[src/rtl/pattern_pkg.sv]
// pattern_pkg: shared definitions for the serial pattern transmitter.
//   - pg_state_t : FSM state encoding (PG_IDLE, PG_SHIFT, PG_PAR, PG_FIN)
//   - PG_PAT_W   : default maximum pattern length in bits
//   - PG_CNT_W   : default width of the repeat-count field
//   - clamp_len  : maps a requested length of 0 or > pat_w onto pat_w
package pattern_pkg;

   localparam int PG_PAT_W = 8;
   localparam int PG_CNT_W = 4;

   typedef enum logic [1:0] {
      PG_IDLE  = 2'd0,
      PG_SHIFT = 2'd1,
      PG_PAR   = 2'd2,
      PG_FIN   = 2'd3
   } pg_state_t;

   function automatic int unsigned clamp_len(input int unsigned len,
                                             input int unsigned pat_w);
      if (len == 0 || len > pat_w)
         return pat_w;
      else
         return len;
   endfunction

endpackage

[src/rtl/pattern_shift.sv]
// pattern_shift: captured pattern word plus a down-counting bit index.
// Optional build macro: PATTERN_GEN_PARITY_EN (keeps a running even parity).
// Ports:
//   clk, rst      clock, asynchronous active-low reset
//   load          capture data/len, point index at bit len-1, clear parity
//   step          consume current bit: fold into parity, move index down
//   restart       start the next frame from the captured word (index = len-1)
//   data, len     pattern word and already-clamped length (used on load)
//   bit_o         captured bit at the current index
//   last          index is at bit 0
//   par_o         XOR of the bits stepped over since load/restart
module pattern_shift #(
   parameter int PAT_W = 8,
   parameter int LEN_W = $clog2(PAT_W + 1)
) (
   input  logic             clk,
   input  logic             rst,
   input  logic             load,
   input  logic             step,
   input  logic             restart,
   input  logic [PAT_W-1:0] data,
   input  logic [LEN_W-1:0] len,
   output logic             bit_o,
   output logic             last,
   output logic             par_o
);

   logic [PAT_W-1:0] data_reg;
   logic [LEN_W-1:0] len_reg;
   logic [LEN_W-1:0] idx_reg;

   always_ff @(posedge clk or negedge rst) begin
      if (!rst) begin
         data_reg <= '0;
         len_reg  <= '0;
         idx_reg  <= '0;
      end else if (load) begin
         data_reg <= data;
         len_reg  <= len;
         idx_reg  <= len - LEN_W'(1);
      end else if (restart) begin
         idx_reg  <= len_reg - LEN_W'(1);
      end else if (step && idx_reg != '0) begin
         // At bit 0 the index holds; the owner restarts it before it could underflow.
         idx_reg  <= idx_reg - LEN_W'(1);
      end
   end

   // Mask-and-reduce avoids a variable part-select with a wider-than-needed index.
   assign bit_o = |(data_reg & (PAT_W'(1) << idx_reg));
   assign last  = (idx_reg == '0);

`ifdef PATTERN_GEN_PARITY_EN
   logic par_reg;

   always_ff @(posedge clk or negedge rst) begin
      if (!rst)
         par_reg <= 1'b0;
      else if (load || restart)
         par_reg <= 1'b0;
      else if (step)
         par_reg <= par_reg ^ bit_o;
   end

   assign par_o = par_reg;
`else
   assign par_o = 1'b0;
`endif

endmodule

[src/rtl/pattern_gen.sv]
// pattern_gen: serial pattern transmitter. Accepts a pattern word on a
// start/ready handshake and sends it MSB-first, one bit per clock, rpt+1 times
// back to back.
// Optional build macro: PATTERN_GEN_PARITY_EN appends an even-parity bit
// after every frame (PG_PAR state).
// Ports:
//   clk, rst    clock, asynchronous active-low reset
//   start       send request, accepted only while ready
//   pat_data    pattern word; the low pat_len bits are sent
//   pat_len     bits per frame; 0 or > PAT_W means PAT_W
//   rpt         extra repetitions (frames = rpt + 1)
//   ready       idle, able to accept
//   out         serial bit (0 whenever out_valid is low)
//   out_valid   out carries a pattern or parity bit
//   busy        from accept through the done cycle
//   done        one-cycle pulse after the last bit
// All outputs are decoded from registered state only.
module pattern_gen
   import pattern_pkg::*;
#(
   parameter int PAT_W = PG_PAT_W,
   parameter int CNT_W = PG_CNT_W,
   parameter int LEN_W = $clog2(PAT_W + 1)
) (
   input  logic             clk,
   input  logic             rst,
   input  logic             start,
   input  logic [PAT_W-1:0] pat_data,
   input  logic [LEN_W-1:0] pat_len,
   input  logic [CNT_W-1:0] rpt,
   output logic             ready,
   output logic             out,
   output logic             out_valid,
   output logic             busy,
   output logic             done
);

   pg_state_t        state_reg;
   logic [CNT_W-1:0] cnt_reg;
   logic [LEN_W-1:0] len_clamped;
   logic             frame_more;
   logic             sh_load;
   logic             sh_step;
   logic             sh_restart;
   logic             sh_bit;
   logic             sh_last;
   logic             sh_par;

   assign len_clamped = LEN_W'(clamp_len(32'(pat_len), 32'(PAT_W)));
   assign frame_more  = (cnt_reg != '0);

   pattern_shift #(
      .PAT_W (PAT_W),
      .LEN_W (LEN_W)
   ) u_shift (
      .clk     (clk),
      .rst     (rst),
      .load    (sh_load),
      .step    (sh_step),
      .restart (sh_restart),
      .data    (pat_data),
      .len     (len_clamped),
      .bit_o   (sh_bit),
      .last    (sh_last),
      .par_o   (sh_par)
   );

   // Shift-register control. Without parity the next frame restarts straight
   // out of the last pattern bit so frames stay gapless; with parity the
   // restart happens in the PAR cycle instead.
   always_comb begin
      sh_load    = 1'b0;
      sh_step    = 1'b0;
      sh_restart = 1'b0;
      case (state_reg)
         PG_IDLE:  sh_load = start;
         PG_SHIFT: begin
`ifdef PATTERN_GEN_PARITY_EN
            sh_step = 1'b1;
`else
            if (sh_last && frame_more)
               sh_restart = 1'b1;
            else
               sh_step = 1'b1;
`endif
         end
         PG_PAR:   sh_restart = frame_more;
         default:  ;
      endcase
   end

   always_ff @(posedge clk or negedge rst) begin
      if (!rst) begin
         state_reg <= PG_IDLE;
         cnt_reg   <= '0;
      end else begin
         case (state_reg)
            PG_IDLE: begin
               if (start) begin
                  cnt_reg   <= rpt;
                  state_reg <= PG_SHIFT;
               end
            end
            PG_SHIFT: begin
               if (sh_last) begin
`ifdef PATTERN_GEN_PARITY_EN
                  state_reg <= PG_PAR;
`else
                  if (frame_more)
                     cnt_reg <= cnt_reg - CNT_W'(1);
                  else
                     state_reg <= PG_FIN;
`endif
               end
            end
`ifdef PATTERN_GEN_PARITY_EN
            PG_PAR: begin
               if (frame_more) begin
                  cnt_reg   <= cnt_reg - CNT_W'(1);
                  state_reg <= PG_SHIFT;
               end else begin
                  state_reg <= PG_FIN;
               end
            end
`endif
            PG_FIN:  state_reg <= PG_IDLE;
            default: state_reg <= PG_IDLE;
         endcase
      end
   end

   assign ready     = (state_reg == PG_IDLE);
   assign busy      = (state_reg != PG_IDLE);
   assign done      = (state_reg == PG_FIN);
   assign out_valid = (state_reg == PG_SHIFT) || (state_reg == PG_PAR);
   assign out       = (state_reg == PG_SHIFT) ? sh_bit :
                      (state_reg == PG_PAR)   ? sh_par : 1'b0;

endmodule

[config.mk]
export PLATFORM = sky130hd
export DESIGN_NAME = pattern_gen
export DESIGN_NICKNAME = d
export VERILOG_FILES = /design/src/rtl/pattern_pkg.sv /design/src/rtl/pattern_shift.sv /design/src/rtl/pattern_gen.sv
export SDC_FILE = /design/constraint.sdc
export NUM_CORES = 1
export LEC_CHECK = 0
export ABC_AREA = 1
export CAP_MARGIN = 0
export CORE_UTILIZATION = 30
export CTS_BUF_LIST = sky130_fd_sc_hd__clkbuf_8 sky130_fd_sc_hd__clkbuf_16
export DETAILED_ROUTE_END_ITERATION = 12
export GPL_TIMING_DRIVEN = 0
export SYNTH_ARGS = -nofsm -noshare
export SYNTH_HDL_FRONTEND = slang
export SYNTH_SLANG_ARGS = --single-unit
[constraint.sdc]
create_clock -name clk -period 2.15 [get_ports clk]
set_clock_uncertainty 0.05 [all_clocks]
set_input_delay 0.43 -clock clk [delete_from_list [all_inputs] [get_ports clk]]
set_output_delay 0.43 -clock clk [all_outputs]
set_load 0.01 [all_outputs]
==> results of run 1 <==
-- placed cells by master (no fill, tap or decap), drive strengths merged --
cell type,instances
ha,6
a2111oi,1
a21boi,1
a21oi,3
nor2,9
a211oi,1
clkbuf,5
nor4,1
nand2,51
inv,26
o21ai,15
dfrtp,22
o22ai,1
buf,5
xnor2,1
xor2,2
o211ai,1
bufinv,1
clkdlybuf4s50,22
nand3,22
nand4,1
nor3,2
-- worst paths after layout --
| check | slack, ns | start | to |
|---|---|---|---|
| hold / removal | 0.43 | u_shift.data_reg[1] | u_shift.data_reg[1] |
| setup reg to reg | 0.16 | state_reg[1] | u_shift.idx_reg[2] |
| setup / recovery | 0.08 | state_reg[1] | out |
| hold reg to reg | 0.43 | u_shift.data_reg[1] | u_shift.data_reg[1] |
| min in group asynchronous | 0.66 | rst | cnt_reg[2] |
| max in group asynchronous | 0.73 | rst | u_shift.idx_reg[0] |
-- cell families (layout without fill, tap and decap cells) --
kind of cell | after synthesis | in the layout | share of synthesized area
and+or+nand+nor | 86 | 86 | 0.3143
adders and majority gates | 6 | 6 | 0.05714
AOI/OAI and AO/OA | 23 | 23 | 0.1057
buffers and inverters | 29 | 59 | 0.08381
DFF | 22 | 22 | 0.4190
xor gates and xnor gates | 3 | 3 | 0.02000
-- layout make-up --
class	count	area, µm²
fill	415	2385
multi-input combinational	118	680.7
sequential	22	551.8
timing repair buffer	26	247.7
inverter	26	97.59
tap	50	62.56
clock buffer	3	41.29
clock inverter	1	30.03
buffer	3	18.77
-- through the flow --
step	hold WS, ns	setup TNS (ns)	area, µm²	setup slack [ns]	cells
detailed placement	0.4210	-0.3387	1607	-0.2374	242
floorplan	0.08441	0	1314	0.2085	169
CTS	0.4435	0	1689	0.06255	246
finish	0.4345	0	1730	0.08398	249
global placement	0.4185	-0.3320	1607	-0.2502	242
global route	0.4668	0	1730	0.004803	249
-- report_power, final --
part / internal, µW / total, µW / switching [µW]
combinational: 28.8 / 43.2 / 14.4
sequential: 413 / 413 / 0
clock: 249 / 380 / 131
total: 691 / 836 / 145
-- metal layers --
metal  part of all wire  wire, µm  global-route usage  vias up
met5                  0         0                   0        -
met4             0.0066        18             0.02344        0
met3              0.039       107             0.04000        2
met2               0.47      1289              0.2206       23
met1               0.48      1309              0.1665      540
li1                   -         -                   -      602
-- critical path: cells and delay by family (launching register included) --
| kind | cells | cell delay (ns) |
|---|---|---|
| adder cells (fa/ha/maj) | 1 | 0.15 |
| buffers and inverters | 4 | 0.48 |
| flip-flops | 1 | 0.42 |
| AND/OR/NAND/NOR | 1 | 0.27 |
-- what timing repair did --
item                                   in CTS  in global routing
cloned                                      0                  0
resized for setup                          10                  6
setup buffers                               0                  3
setup endpoints to repair                   1                  2
endpoints found under the hold margin       0                  0
==> summary.md, run 1 <==
| Metric | Value |
|---|---|
| Status | complete, no violations |
| Clk buf depth | 2 |
| CP Capture Type | output pin |
| Drt first pass iters | 4 |
| Sequential-to-total area share from yosys stat | 0.4190 |
| Post-synthesis register bit count | 22 |
| Clock slew at reported path FFs | 0.08 ns |
| Top-count cell post-synth | nand2_1 |
| Routed vias | 1167 |
| Fraction of registers with async set/reset | 1.000 |
| Core Util, Final | 0.4205 |
| WHS Path Cells | 2 |
| Worst EP arrival | 1.59 ns |
| Site Rows | 23 |
| CTS Buf Count | 3 |
| Final setup vio count | 0 |
| Vias per inst | 4.687 |
| Max incr delay on CP | 0.42 ns |
| Fin crit period | 2.066 ns |
| Crit Path Class | flip-flop to output pin |
| Mean post-synth cell area | 7.774 µm² |
| Latest clock arrival within the worst-skew pair | 0.26 ns |
| Pwr Total | 836.1 µW |
| Layout cells sized above 1 | 0.1709 |
| Final Net Count | 225 |
| Period utilisation layout | 0.9609 |
| Pins over their slew limit | 0 |
| Ant diodes | 0 |
| Gr usage total | 0.1315 |
| Die X | 68.18 µm |
| Routed WL | 2725 µm |
| Crit-path most repeated cell | inv_2 |
| P per Cell Area | 483.2 mW/mm² |
| Post-synth top area share | 0.4190 |
| Die H | 68.18 µm |
| Top FF cell, synth | dfrtp_1 |
| Hold Crit Class | flip-flop to flip-flop |
| Count of yosys warnings during synthesis | 0 |
| Req. time, crit path | 1.67 ns |
| Maxcap violations | 0 |
| Largest net degree at the start of global routing | 23 |
| Max FFs per register | 8 |
| Area delta synth->final | 31.71% |
| Syn nets | 194 |
| Distinct cell type count after synthesis | 27 |
| Initial Utilization | 0.3192 |
| Synth cell count leaders | 46 x nand2_1, 23 x inv_1, 22 x dfrtp_1 |
| Number of global-route vias before repair | 1032 |
| EDFF count, synth | 0 |
| Clk sinks | 22 |
| Initial antenna violation count | 0 |
| CTS tree | done |
| Worst Tran Pin Value | 0.9815 ns |
| Clk root buf | clkbuf_8 |
| Cell count after synthesis | 169 |
| Unrepaired setup endpoints after global routing | false |
| Top cell type by total area after synthesis | dfrtp_1 |
| Global-route wire length before repair | 4560 µm |
| Hold buffer count at CTS | 0 |
| # DRC | 0 |
| Die area | 0.004648 mm² |
| Crit-path cells | inv_2 > ha_1 > buf_6 > inv_2 > nor4_2 > buf_2 |
| Leak | 0.0008627 µW |
| IO Pins | 24 |
| FF-to-FF path depth | 14 |
| GRT overflow | 0 |
| HPWL after DPL | 2042 µm |
| Post-route ant nets | 0 |
| Synth area leaders | dfrtp_1 42%, nand2_1 13%, nand3_1 6.9%, inv_1 6.6%, ha_1 5.7% |
| Placer Congestion | 0.7662 |
| Critical Path Start Type | flip-flop |
| CORE AREA | 0.004115 mm² |
| F_max | 484.0 MHz |
| Worst slew margin | 0.3436 |
| Mapped Area | 0.001314 mm² |
| VDD IR max | 0.3259 mV |
| IO buf count | 23 |
| Worst-path fanout max | 9 |
| Drt wl/cell | 10.94 µm |
| Slowest CP cell | dfrtp_1 |
| Hold Violations, Final | 0 |
| Initial DRC count | 49 |
| H-tree levels | 1 |
Note: power is estimated with default switching activity, not from simulation.
==> run 2: changes to the inputs <==
--- a/config.mk
+++ b/config.mk
@@ -5,7 +5,6 @@
 export SDC_FILE = /design/constraint.sdc
 export NUM_CORES = 1
 export LEC_CHECK = 0
-export ABC_AREA = 1
 export CAP_MARGIN = 0
 export CORE_UTILIZATION = 30
 export CTS_BUF_LIST = sky130_fd_sc_hd__clkbuf_8 sky130_fd_sc_hd__clkbuf_16
@@ -14,3 +13,4 @@
 export SYNTH_ARGS = -nofsm -noshare
 export SYNTH_HDL_FRONTEND = slang
 export SYNTH_SLANG_ARGS = --single-unit
+export TNS_END_PERCENT = 100
==> run 2 against run 1 <==
The run now ends with negative setup slack left. Count of clock-buffer cells in the layout stayed put. Non-clock buffer count increased by 4. Final cell count decreased by 16%. Sequential share of layout area shrank 1.2 points. Via count shrank 8.6%. Synthesized area up 1.0%. Synthesized cell count is 25% lower. Die area up 1.0%. Clock power grew 2%. Wire length rose by 4.7%. Cell area increased by 4.2%. Largest power group is now combinational cells.
==> summary.md, run 2 <==
| Metric | Value |
|---|---|
| Commonest non-fill, non-tap cell in the layout | clkdlybuf4s50_1 (was nand2_1) |
| IO buf count | 23 (unchanged) |
| FF-to-FF path depth | 8 (was 14) |
| Top sig layer | met4 (unchanged) |
| Clock network power share | 0.145 (was 0.454) |
| Fraction of registers with async set/reset | 1.000 (unchanged) |
| Die X | 68.52 µm (was 68.18 µm) |
| Flop pwr share | 0.288 (was 0.494) |
| Initial Utilization | 0.3226 (was 0.3192) |
| Largest net degree at the start of global routing | 23 (unchanged) |
| Placed insts | 199 (was 242) |
| Top-count cell post-synth | dfrtp_1 (was nand2_1) |
| Hold Violations, Final | 0 (unchanged) |
| R2R Path End | u_shift.idx_reg[2] (unchanged) |
| Clk buf depth | 2 (unchanged) |
| Critical Path Start | u_shift.idx_reg[3] (was state_reg[1]) |
| Met2 WL | 1387 µm (was 1289 µm) |
| Sequential Area | 553.0 µm² (was 551.8 µm²) |
| P per Cell Area | 1492 mW/mm² (was 483.2 mW/mm²) |
| Metal3 WL | 113 µm (was 107 µm) |
| Global-route wire length before repair | 4547 µm (was 4560 µm) |
| Initial antenna violation count | 0 (unchanged) |
| Number of global-route vias before repair | 1053 (was 1032) |
| Fill count | 401 (was 415) |
| CTS tree | done (unchanged) |
| Post-route ant nets | 0 (unchanged) |
| Mapped Area | 0.001328 mm² (was 0.001314 mm²) |
| R2R Path Start | u_shift.idx_reg[3] (was state_reg[1]) |
| Worst Tran Pin Value | 0.9973 ns (was 0.9815 ns) |
| Sequential-to-total area share from yosys stat | 0.4147 (was 0.4190) |
| Area delta synth->final | 35.82% (was 31.71%) |
| Count of yosys warnings during synthesis | 0 (unchanged) |
| Final Non-Filler Cells | 208 (was 249) |
| CTS Buf Count | 3 (unchanged) |
| Critical Path Start Type | flip-flop (unchanged) |
| Routed vias | 1067 (was 1167) |
| Post-synth top area share | 0.4147 (was 0.4190) |
| GRT overflow | 0 (unchanged) |
| Top cell type by total area after synthesis | dfrtp_1 (unchanged) |
| Layout cells sized above 1 | 0.2532 (was 0.1709) |
| Synth cell count leaders | 22 x dfrtp_1, 10 x mux2_2, 10 x o21ai_0 (was 46 x nand2_1, 23 x inv_1, 22 x dfrtp_1) |
| Drt first pass iters | 4 (unchanged) |
| Clk root buf | clkbuf_8 (unchanged) |
| Mean post-synth cell area | 10.54 µm² (was 7.774 µm²) |
| Worst slew margin | 0.3330 (was 0.3436) |
| P_int | 1670 µW (was 690.6 µW) |
| Hold path start | u_shift.data_reg[4] (was u_shift.data_reg[1]) |
| Vias per inst | 5.130 (was 4.687) |
| Clock slew at reported path FFs | 0.08 ns (about the same) |
| Max FFs per register | 8 (unchanged) |
| Clk sinks | 22 (unchanged) |
| Setup crit end | u_shift.idx_reg[2] (was out) |
| Comb power frac | 0.567 (was 0.052) |
| Top FF cell, synth | dfrtp_1 (unchanged) |
| Worst-path fanout max | 4 (was 9) |
| Synth area leaders | dfrtp_1 41%, mux2_2 8.5%, ha_1 5.7%, mux4_1 4.0%, o21ai_0 3.8% (was dfrtp_1 42%, nand2_1 13%, nand3_1 6.9%, inv_1 6.6%, ha_1 5.7%) |
| Maxcap violations | 0 (unchanged) |
| Period utilisation layout | 1.220 (was 0.9609) |
| Final Net Count | 184 (was 225) |
| VDD IR max | 0.4250 mV (was 0.3259 mV) |
| Drt wl/cell | 13.72 µm (was 10.94 µm) |
| Pins over their slew limit | 0 (unchanged) |
| Final WS setup | -0.4721 ns (was 0.08398 ns) |
| Syn nets | 151 (was 194) |
| Distinct cell type count after synthesis | 36 (was 27) |
| Placer Congestion | 0.8414 (was 0.7662) |
| Hold buffer count at CTS | 0 (unchanged) |
| Site Rows | 23 (unchanged) |
| Hold Crit Class | flip-flop to flip-flop (unchanged) |
| Cell count after synthesis | 126 (was 169) |
| Pwr Total | 2690 µW (was 836.1 µW) |
| F_max | 381.4 MHz (was 484.0 MHz) |
| Worst reg-to-reg setup slack | -0.47 ns (was 0.16 ns) |
| EDFF count, synth | 0 (unchanged) |
| Unrepaired setup endpoints after global routing | true (was false) |
| IO Pins | 24 (unchanged) |
| Final setup vio count | 3 (was 0) |
| Worst EP arrival | 2.74 ns (was 1.59 ns) |
| Crit Path Class | flip-flop to flip-flop (was flip-flop to output pin) |
| Most frequent cells in the layout | 22 x clkdlybuf4s50_1, 20 x dfrtp_1, 8 x mux2_2, 8 x o21ai_0 (was 46 x nand2_1, 22 x clkdlybuf4s50_1, 21 x dfrtp_1) |
| Fin crit period | 2.622 ns (was 2.066 ns) |
| Failing checks | negative setup slack |
| Req. time, crit path | 2.27 ns (was 1.67 ns) |
| Initial DRC count | 21 (was 49) |
| # DRC | 0 (unchanged) |
| Net Sw Power | 1020 µW (was 145.5 µW) |
| WL met1 | 1346 µm (was 1309 µm) |
| Multi-input gate area | 787.0 µm² (was 680.7 µm²) |
| Core Util, Final | 0.4381 (was 0.4205) |
| Post-synthesis register bit count | 22 (unchanged) |
| Status | finished with violations (was complete, no violations) |
| CORE AREA | 0.004115 mm² (unchanged) |
| Die area | 0.004695 mm² (was 0.004648 mm²) |
| Die H | 68.52 µm (was 68.18 µm) |
| CP Capture Type | flip-flop (was output pin) |
| H-tree levels | 1 (unchanged) |
| HPWL after DPL | 2069 µm (was 2042 µm) |
| Ant diodes | 0 (unchanged) |
| Switching Share | 0.3793 (was 0.1740) |
| Leak | 0.0007386 µW (was 0.0008627 µW) |
| Gr usage total | 0.1298 (was 0.1315) |
| Latest clock arrival within the worst-skew pair | 0.26 ns (about the same) |
| Routed WL | 2853 µm (was 2725 µm) |
-- run 2: cell count changes after synthesis, sizes merged, moves of 4 or more --
cell | before | now
nand2 | 51 | 7
inv | 26 | 8
nand3 | 22 | 4
mux2 | 0 | 10
a21oi | 3 | 8
o21ai | 15 | 10
nand2b | 0 | 4
-- run 2: layout make-up --
type | count | area share
multi-input cells | 91 | 0.4365
flip-flops and latches | 22 | 0.3067
repair buffers | 30 | 0.1568
well taps | 50 | 0.03470
clock buffers | 3 | 0.02290
clock inverters | 1 | 0.01666
inverters | 8 | 0.01666
plain buffers | 3 | 0.009022
-- run 2: power groups by stage --
stage | Combinational [µW] | Clock [µW] | Sequential [µW]
3_5_place_dp | 1400 | 0 | 764
5_1_grt | 1690 | 420 | 801
3_3_place_gp | 1370 | 0 | 755
6_report | 1530 | 389 | 775
2_1_floorplan | 1060 | 0 | 721
4_1_cts | 1480 | 398 | 770
-- run 2: cells by family (layout without fill, tap and decap cells) --
logic type	Yosys count	after routing	synth area share
buffers and inverters	13	45	0.04241
and+or+nand+nor	32	32	0.1263
DFF	22	22	0.4147
adders and majority gates	6	6	0.05655
xor gates and xnor gates	2	2	0.01320
AOI/OAI and AO/OA	37	37	0.2074
muxes	14	14	0.1395
-- run 2: worst min path at each step --
stage                          endpoint  cells after the start
floorplan                    cnt_reg[0]                      0
global placement    u_shift.data_reg[3]                      1
detailed placement  u_shift.data_reg[3]                      1
CTS                 u_shift.data_reg[3]                      1
global route        u_shift.data_reg[4]                      1
finish              u_shift.data_reg[4]                      1
-- run 2: timing repair --
action / 4_1_cts / 5_1_grt
setup buffers: 5 / 2
gates cloned: 0 / 0
endpoints found under the setup margin: 3 / 9
resized for setup: 11 / 7
pin swaps: 3 / 7
-- run 2: critical path, cell delays in order, from the launching register on --
cell and delay (ns):
dfrtp_1 0.42, or4_4 0.55, a211oi_4 0.36, mux2_4 0.34
a21oi_2 0.14, ha_2 0.24, xnor2_2 0.13, o22ai_1 0.08
o31ai_1 0.23
-- run 2: per-layer routing --
metal  vias to the layer above  GRT usage
met2                        22     0.2181
met5                         -          0
met4                         0    0.02865
met1                       513     0.1668
li1                        530          -
met3                         2    0.03289
-- run 2: metrics by stage --
step | setup TNS, ns | worst slack [ns] | hold slack (ns) | cell area [µm²]
floorplan | -0.6440 | -0.3891 | 0.08441 | 1350
global placement | -1.526 | -0.6160 | 0.4293 | 1643
detailed placement | -1.793 | -0.6633 | 0.4403 | 1643
CTS | -0.9290 | -0.4684 | 0.4604 | 1772
global route | -1.165 | -0.5928 | 0.4835 | 1803
finish | -0.8453 | -0.4721 | 0.4595 | 1803
